<file path="src/rtl/aes_rx_block_decrypt_if.sv">
`default_nettype none
// ============================================================================
// Module   : aes_rx_block_decrypt_if
// Brief    : Bundle of the byte-stream, AES-core and status signals of the
//            receive-side block decrypt adapter.
// Revision : 1.0 - initial release
// ============================================================================
interface aes_rx_block_decrypt_if;
  // ciphertext byte stream in
  logic [7:0]   in_byte;
  logic         in_valid;
  logic         in_last;
  logic         in_ready;
  // external AES core
  logic [127:0] aes_in;
  logic         aes_inclk;
  logic         aes_outclk;
  logic [127:0] aes_out;
  // plaintext byte stream out
  logic [7:0]   out_byte;
  logic         out_valid;
  logic         out_last;
  logic         out_ready;
  // status
  logic         err;
  logic [15:0]  blk_count;

  // The adapter itself
  modport master (
    input  in_byte, in_valid, in_last, aes_outclk, aes_out, out_ready,
    output in_ready, aes_in, aes_inclk, out_byte, out_valid, out_last, err, blk_count
  );

  // The surrounding environment (source, core, sink)
  modport slave (
    output in_byte, in_valid, in_last, aes_outclk, aes_out, out_ready,
    input  in_ready, aes_in, aes_inclk, out_byte, out_valid, out_last, err, blk_count
  );
endinterface
`default_nettype wire

</file>
<file path="src/rtl/aes_rx_block_decrypt.sv">
`default_nettype none
// ============================================================================
// Module   : aes_rx_block_decrypt
// Brief    : Packs ciphertext bytes into 128-bit blocks, launches each block
//            into an external AES core in decrypt mode, and serialises the
//            plaintext back out as bytes. One block in flight at a time.
// Revision : 1.0 - initial release
// ============================================================================
module aes_rx_block_decrypt #(
  parameter int TIMEOUT      = 200,
  parameter bit DROP_PARTIAL = 1'b1
) (
  input  wire logic              clk,
  input  wire logic              rst,
  aes_rx_block_decrypt_if.master bus
);

  localparam int c_tmo_w = $clog2(TIMEOUT + 1);
  localparam logic [c_tmo_w-1:0] c_tmo_last = c_tmo_w'(TIMEOUT - 1);
  localparam logic [c_tmo_w-1:0] c_tmo_one  = c_tmo_w'(1);

  localparam logic [1:0] c_collect = 2'd0;
  localparam logic [1:0] c_launch  = 2'd1;
  localparam logic [1:0] c_wait    = 2'd2;
  localparam logic [1:0] c_drain   = 2'd3;

  logic [1:0]         r_state;
  logic               r_run;        // low until the first edge after reset release
  logic [3:0]         r_cnt;        // bytes collected, or bytes drained
  logic [127:0]       r_buf;        // ciphertext block, first byte in [127:120]
  logic [127:0]       r_obuf;       // plaintext block, shifted out from the top
  logic               r_last_tag;
  logic [c_tmo_w-1:0] r_tmo;        // WAIT cycles elapsed since the launch cycle
  logic               r_drop_err;
  logic [15:0]        r_blk_count;

  logic               w_in_ready;
  logic               w_in_xfer;
  logic               w_out_valid;
  logic               w_out_xfer;
  logic               w_tmo_expire;
  logic [127:0]       w_shift;
  logic [127:0]       w_pad;
  logic [3:0]         w_pad_bytes;

  assign w_in_ready  = r_run & (r_state == c_collect);
  assign w_in_xfer   = bus.in_valid & w_in_ready;
  assign w_out_valid = (r_state == c_drain);
  assign w_out_xfer  = w_out_valid & bus.out_ready;

  // Incoming byte appended at the bottom; a short block is then pushed up so
  // its first byte sits in [127:120] and the unused low bytes are zero.
  assign w_shift     = {r_buf[119:0], bus.in_byte};
  assign w_pad_bytes = 4'd15 - r_cnt;
  assign w_pad       = w_shift << {w_pad_bytes, 3'b000};

  // Expiry is the last WAIT cycle; a result strobe in that same cycle wins.
  assign w_tmo_expire = (r_state == c_wait) & (r_tmo == c_tmo_last) & ~bus.aes_outclk;

  assign bus.in_ready  = w_in_ready;
  assign bus.aes_in    = r_buf;
  assign bus.aes_inclk = (r_state == c_launch);
  assign bus.out_byte  = r_obuf[127:120];
  assign bus.out_valid = w_out_valid;
  assign bus.out_last  = w_out_valid & (r_cnt == 4'd15) & r_last_tag;
  assign bus.err       = r_drop_err | w_tmo_expire;
  assign bus.blk_count = r_blk_count;

  // Block state machine: collect, launch, wait for the core, drain.
  always_ff @(posedge clk or negedge rst) begin
    if (!rst) begin
      r_state     <= c_collect;
      r_run       <= 1'b0;
      r_cnt       <= 4'd0;
      r_buf       <= '0;
      r_obuf      <= '0;
      r_last_tag  <= 1'b0;
      r_tmo       <= '0;
      r_drop_err  <= 1'b0;
      r_blk_count <= 16'd0;
    end else begin
      r_run      <= 1'b1;
      r_drop_err <= 1'b0;
      case (r_state)
        c_collect: begin
          if (w_in_xfer) begin
            if (r_cnt == 4'd15) begin
              r_buf      <= w_shift;
              r_last_tag <= bus.in_last;
              r_cnt      <= 4'd0;
              r_state    <= c_launch;
            end else if (bus.in_last) begin
              r_cnt <= 4'd0;
              if (DROP_PARTIAL) begin
                r_buf      <= '0;
                r_drop_err <= 1'b1;
              end else begin
                r_buf      <= w_pad;
                r_last_tag <= 1'b1;
                r_state    <= c_launch;
              end
            end else begin
              r_buf <= w_shift;
              r_cnt <= r_cnt + 4'd1;
            end
          end
        end
        c_launch: begin
          r_tmo   <= '0;
          r_state <= c_wait;
        end
        c_wait: begin
          if (bus.aes_outclk) begin
            r_obuf  <= bus.aes_out;
            r_state <= c_drain;
          end else if (r_tmo == c_tmo_last) begin
            r_state <= c_collect;
          end else begin
            r_tmo <= r_tmo + c_tmo_one;
          end
        end
        c_drain: begin
          if (w_out_xfer) begin
            r_obuf <= {r_obuf[119:0], 8'h00};
            if (r_cnt == 4'd15) begin
              r_cnt       <= 4'd0;
              r_blk_count <= r_blk_count + 16'd1;
              r_state     <= c_collect;
            end else begin
              r_cnt <= r_cnt + 4'd1;
            end
          end
        end
        default: r_state <= c_collect;
      endcase
    end
  end

endmodule
`default_nettype wire

</file>
<file path="src/flat_wrapper.sv">
// flat-port wrapper written by rule: the top's interface ports become plain ports
module aes_rx_block_decrypt_flat 
#(
  parameter int TIMEOUT      = 200,
  parameter bit DROP_PARTIAL = 1'b1
)
  (clk, rst, bus_in_byte, bus_in_valid, bus_in_last, bus_aes_outclk, bus_aes_out, bus_out_ready, bus_in_ready, bus_aes_in, bus_aes_inclk, bus_out_byte, bus_out_valid, bus_out_last, bus_err, bus_blk_count);
  aes_rx_block_decrypt_if bus_i ();
  input  wire logic clk;
  input  wire logic rst;
  input wire logic [$bits(bus_i.in_byte)-1:0] bus_in_byte;
  input wire logic [$bits(bus_i.in_valid)-1:0] bus_in_valid;
  input wire logic [$bits(bus_i.in_last)-1:0] bus_in_last;
  input wire logic [$bits(bus_i.aes_outclk)-1:0] bus_aes_outclk;
  input wire logic [$bits(bus_i.aes_out)-1:0] bus_aes_out;
  input wire logic [$bits(bus_i.out_ready)-1:0] bus_out_ready;
  output wire logic [$bits(bus_i.in_ready)-1:0] bus_in_ready;
  output wire logic [$bits(bus_i.aes_in)-1:0] bus_aes_in;
  output wire logic [$bits(bus_i.aes_inclk)-1:0] bus_aes_inclk;
  output wire logic [$bits(bus_i.out_byte)-1:0] bus_out_byte;
  output wire logic [$bits(bus_i.out_valid)-1:0] bus_out_valid;
  output wire logic [$bits(bus_i.out_last)-1:0] bus_out_last;
  output wire logic [$bits(bus_i.err)-1:0] bus_err;
  output wire logic [$bits(bus_i.blk_count)-1:0] bus_blk_count;
  assign bus_i.in_byte = bus_in_byte;
  assign bus_i.in_valid = bus_in_valid;
  assign bus_i.in_last = bus_in_last;
  assign bus_i.aes_outclk = bus_aes_outclk;
  assign bus_i.aes_out = bus_aes_out;
  assign bus_i.out_ready = bus_out_ready;
  assign bus_in_ready = bus_i.in_ready;
  assign bus_aes_in = bus_i.aes_in;
  assign bus_aes_inclk = bus_i.aes_inclk;
  assign bus_out_byte = bus_i.out_byte;
  assign bus_out_valid = bus_i.out_valid;
  assign bus_out_last = bus_i.out_last;
  assign bus_err = bus_i.err;
  assign bus_blk_count = bus_i.blk_count;
  aes_rx_block_decrypt #(.TIMEOUT(TIMEOUT), .DROP_PARTIAL(DROP_PARTIAL)) u_core (.clk(clk), .rst(rst), .bus(bus_i));
endmodule
</file>
<file path="config.mk">
export PLATFORM = sky130hd
export DESIGN_NAME = aes_rx_block_decrypt_flat
export DESIGN_NICKNAME = d
export VERILOG_FILES = /design/src/rtl/aes_rx_block_decrypt_if.sv /design/src/rtl/aes_rx_block_decrypt.sv /design/src/flat_wrapper.sv
export SDC_FILE = /design/constraint.sdc
export NUM_CORES = 1
export LEC_CHECK = 0
export ABC_AREA = 1
export CAP_MARGIN = 30
export CORE_ASPECT_RATIO = 1.5
export CORE_MARGIN = 5
export CORE_UTILIZATION = 45
export CTS_CLUSTER_SIZE = 40
export DETAILED_ROUTE_END_ITERATION = 8
export PLACE_DENSITY = 0.84
export SYNTH_ARGS = -nofsm -noshare
export SYNTH_HDL_FRONTEND = slang
export SYNTH_SLANG_ARGS = --single-unit
</file>
<file path="constraint.sdc">
create_clock -name clk -period 2.25 [get_ports clk]
set_clock_uncertainty 0.2 [all_clocks]
set_input_delay 0.675 -clock clk [delete_from_list [all_inputs] [get_ports clk]]
set_output_delay 0.675 -clock clk [all_outputs]
set_load 0.1 [all_outputs]
</file>
==> results.yml <==
clocking:
  cts_buffers: 28
  clk_path_buf_depth: 3
  htree_levels: 1
  cts_tree: "built"
  cts-root-buf: "clkbuf_16"
  clk_pin_slew_ns: 0.06
  clock_sinks: 289
  clk_latency_ns: 0.55
detailed_routing:
  wirelength_um: 41260
  top_layer_used: "met5"
  dr.pass1.iters: 7
  route.met3.wl_um: 4140
  m1WireLength_um: 14390
  wl_per_cell_um: 19.13
  dr.first_iter.drc_count: 766
  antenna_left: 0
  route.detailed.drc: 0
  vias: 11750
  wl_met2_um: 20670
  detail_route.vias_per_cell: 5.447
floorplanning:
  fp.coreArea_sq_um: 27780
  die_x_um: 146.6
  rows: 75
  start_util_pct: 45.36
  dieArea_sq_um: 31520
  num_io_pins: 299
  die_height_um: 214.9
synthesis:
  yosysWarnings: 0
  synthDistinctLibCells: 30
  synthCells: 1494
  synthFlopType: "dfrtp_1"
  synth_nets: 1644
  ys_seq_area_share_pct: 57.39
  async_flop_share_pct: 100.0
  synth_area_leaders: "dfrtp_1 57%, nand2_1 17%, nand3_1 6.3%, a31oi_1 6.0%, nor2_1 4.4%"
  syn_area_sq_um: 12600
  syn_area_per_cell_sq_um: 8.434
  yosysMostFrequentCell: "nand2_1"
  synth_top_area_share_pct: 57.39
  synth_edf_count: 0
  yosys.area.top_type: "dfrtp_1"
  synth_seq_cells: 289
  ys_top_cells_by_count: "575 x nand2_1, 289 x dfrtp_1, 158 x nand3_1, 149 x nor2_1, 121 x a31oi_1"
sta:
  tightest_slew_ns: 0.5444
  fmax_mhz: 383.1
  setup_tns_ns: -1.433
  finalCriticalPeriod_ns: 2.610
  rsz0062_at_grt: "true"
  hold-worst-slack_ns: 0.3439
  setup_viol_count_final: 5
  setup_slack_ns: -0.3603
  drv_slew: 0
  period_share_pct: 116.0
  hold_viol_final: 0
  maxSlewHeadroom_pct: 63.71
final_layout:
  fillerInstances: 1886
  drive_gt1_share_pct: 17.29
  final_cells: 2157
  area_delta_synth_final_pct: 51.30
  final_nets: 1939
worst_setup_path:
  critPathRequiredTime_ns: 1.37
  crit_start: "bus_aes_outclk"
  r2r_start: "u_core.r_state[0]$_DFFE_PN0P_"
  critPathSlowestCell: "clkdlybuf4s50_1"
  path_cells: "clkdlybuf4s50_1, nor2_4, a31o_4, buf_12"
  crit_type: "input port to primary output"
  startpoint_type: "input port"
  cp_slowest_stage_delay_ns: 0.57
  path_max_fanout: 2
  arrival_ns: 1.74
  crit_path_end_kind: "primary output"
min_path:
  worstHoldStart: "u_core.r_obuf[56]$_DFFE_PN0P_"
  hp-class: "flip-flop to flip-flop"
place:
  dp_hpwl_um: 27990
  portBuffers: 298
  place_inst: 2093
  globalplace.congestion: 0.8456
power:
  powerDensity_nw_per_um2: 1135
  peakVddDrop_uv: 1153
  power.leakage_nw: 9.010
grt:
  grt_overflow: 0
  first_global_vias: 12101
  grt_antenna_before_repair: 2
  grt_pass1_wl_um: 65230
  grt.total_usage_pct: 25.58
  grt_max_degree: 130
status:
  status: "finished, violations left"
  failed_checks: "negative setup slack"
run:
  cap_violations: 0
==> worst paths after layout <==
| kind | endpoint | slack [ns] | cells past startpoint |
|---|---|---|---|
| worst max-delay path | bus_err | -0.36 | 4 |
| worst min-delay path | u_core.r_obuf[64]$_DFFE_PN0P_ | 0.34 | 2 |
| worst max register to register | u_core.bus.aes_in[31]$_DFFE_PN0P_ | 0.07 | 10 |
| worst min register to register | u_core.r_obuf[64]$_DFFE_PN0P_ | 0.34 | 2 |
| max in group asynchronous | u_core.bus.blk_count[1]$_DFFE_PN0P_ | 0.78 | 3 |
| min in group asynchronous | u_core.r_obuf[92]$_DFFE_PN0P_ | 0.43 | 2 |
==> flip-flops by register name (all words and copies together), names as in the netlist <==
register / cells
u_core.r_drop_err: 1
u_core.r_run: 1
u_core.r_last_tag: 1
u_core.r_cnt: 4
u_core.r_tmo: 8
u_core.bus.aes_in: 128
u_core.r_obuf: 128
u_core.r_state: 2
u_core.bus.blk_count: 16
==> timing repair <==
item | 4_1_cts | 5_1_grt
cloned | 0 | 0
buffers inserted | 7 | 4
gates resized for setup | 17 | 16
hold buffers | 1 | 0
endpoints found under the setup margin | 6 | 6
hold endpoints to repair | 39 | 0
pin swaps | 5 | 3
==> per-layer routing <==
metal	vias up	GRT usage, %
li1	5436	-
met1	5664	29.02
met2	538	43.21
met3	110	9.060
met4	2	11.64
met5	-	0
==> cell families (layout without fill, tap and decap cells) <==
group | after synthesis | after routing | share of synthesized area [%]
flops | 289 | 289 | 57.39
buf+inv | 143 | 459 | 5.223
simple gates | 895 | 895 | 28.57
xor+xnor | 14 | 14 | 0.9730
compound gates | 144 | 144 | 7.020
other cells | 1 | 2 | 0.02976
fa+ha+maj | 8 | 8 | 0.7944
==> final cells by class <==
cell class | count | area, sq um | area share, %
flip-flops and latches | 289 | 7236 | 37.95
repair buffers | 372 | 5373 | 28.18
multi-input cells | 1062 | 4871 | 25.55
clock buffers | 39 | 833.3 | 4.371
well taps | 346 | 432.9 | 2.271
clock inverters | 12 | 166.4 | 0.8729
inverters | 36 | 150.1 | 0.7876
diodes | 1 | 2.502 | 0.01313
==> through the flow <==
stage	power [mW]	setup slack [ns]	cell area, sq um	util [%]
global route	22.73	-0.4043	19060	68.63
detailed placement	16.32	-0.3538	17830	64.19
global placement	15.98	-0.3562	17830	64.19
CTS	21.67	-0.3896	18960	68.24
floorplan	13.11	-0.5836	12680	-
finish	21.64	-0.3603	19060	68.64
==> cell usage in the layout (no fill, tap or decap), types with 10 or more instances in the layout <==
master and n:
xor2_1 10, clkbuf_16 29, o21ai_0 17, nand3_1 157, dfrtp_1 286, nand2_1 564, buf_12 172, a31oi_1 121
inv_1 31, buf_4 53, clkdlybuf4s50_1 140, nor2_1 147
==> power by group <==
part	switching (mW)	total [mW]	internal, mW
sequential	1.15	7.81	6.65
clock	2.05	5.09	3.04
combinational	5.47	8.75	3.28
==> critical path: cells and delay by family <==
kind / cells / cell delay (ns)
AO/OA/AOI/OAI: 1 / 0.25
buffers and inverters: 2 / 0.73
AND/OR/NAND/NOR: 1 / 0.07
Power figures use the tool's default switching activity.
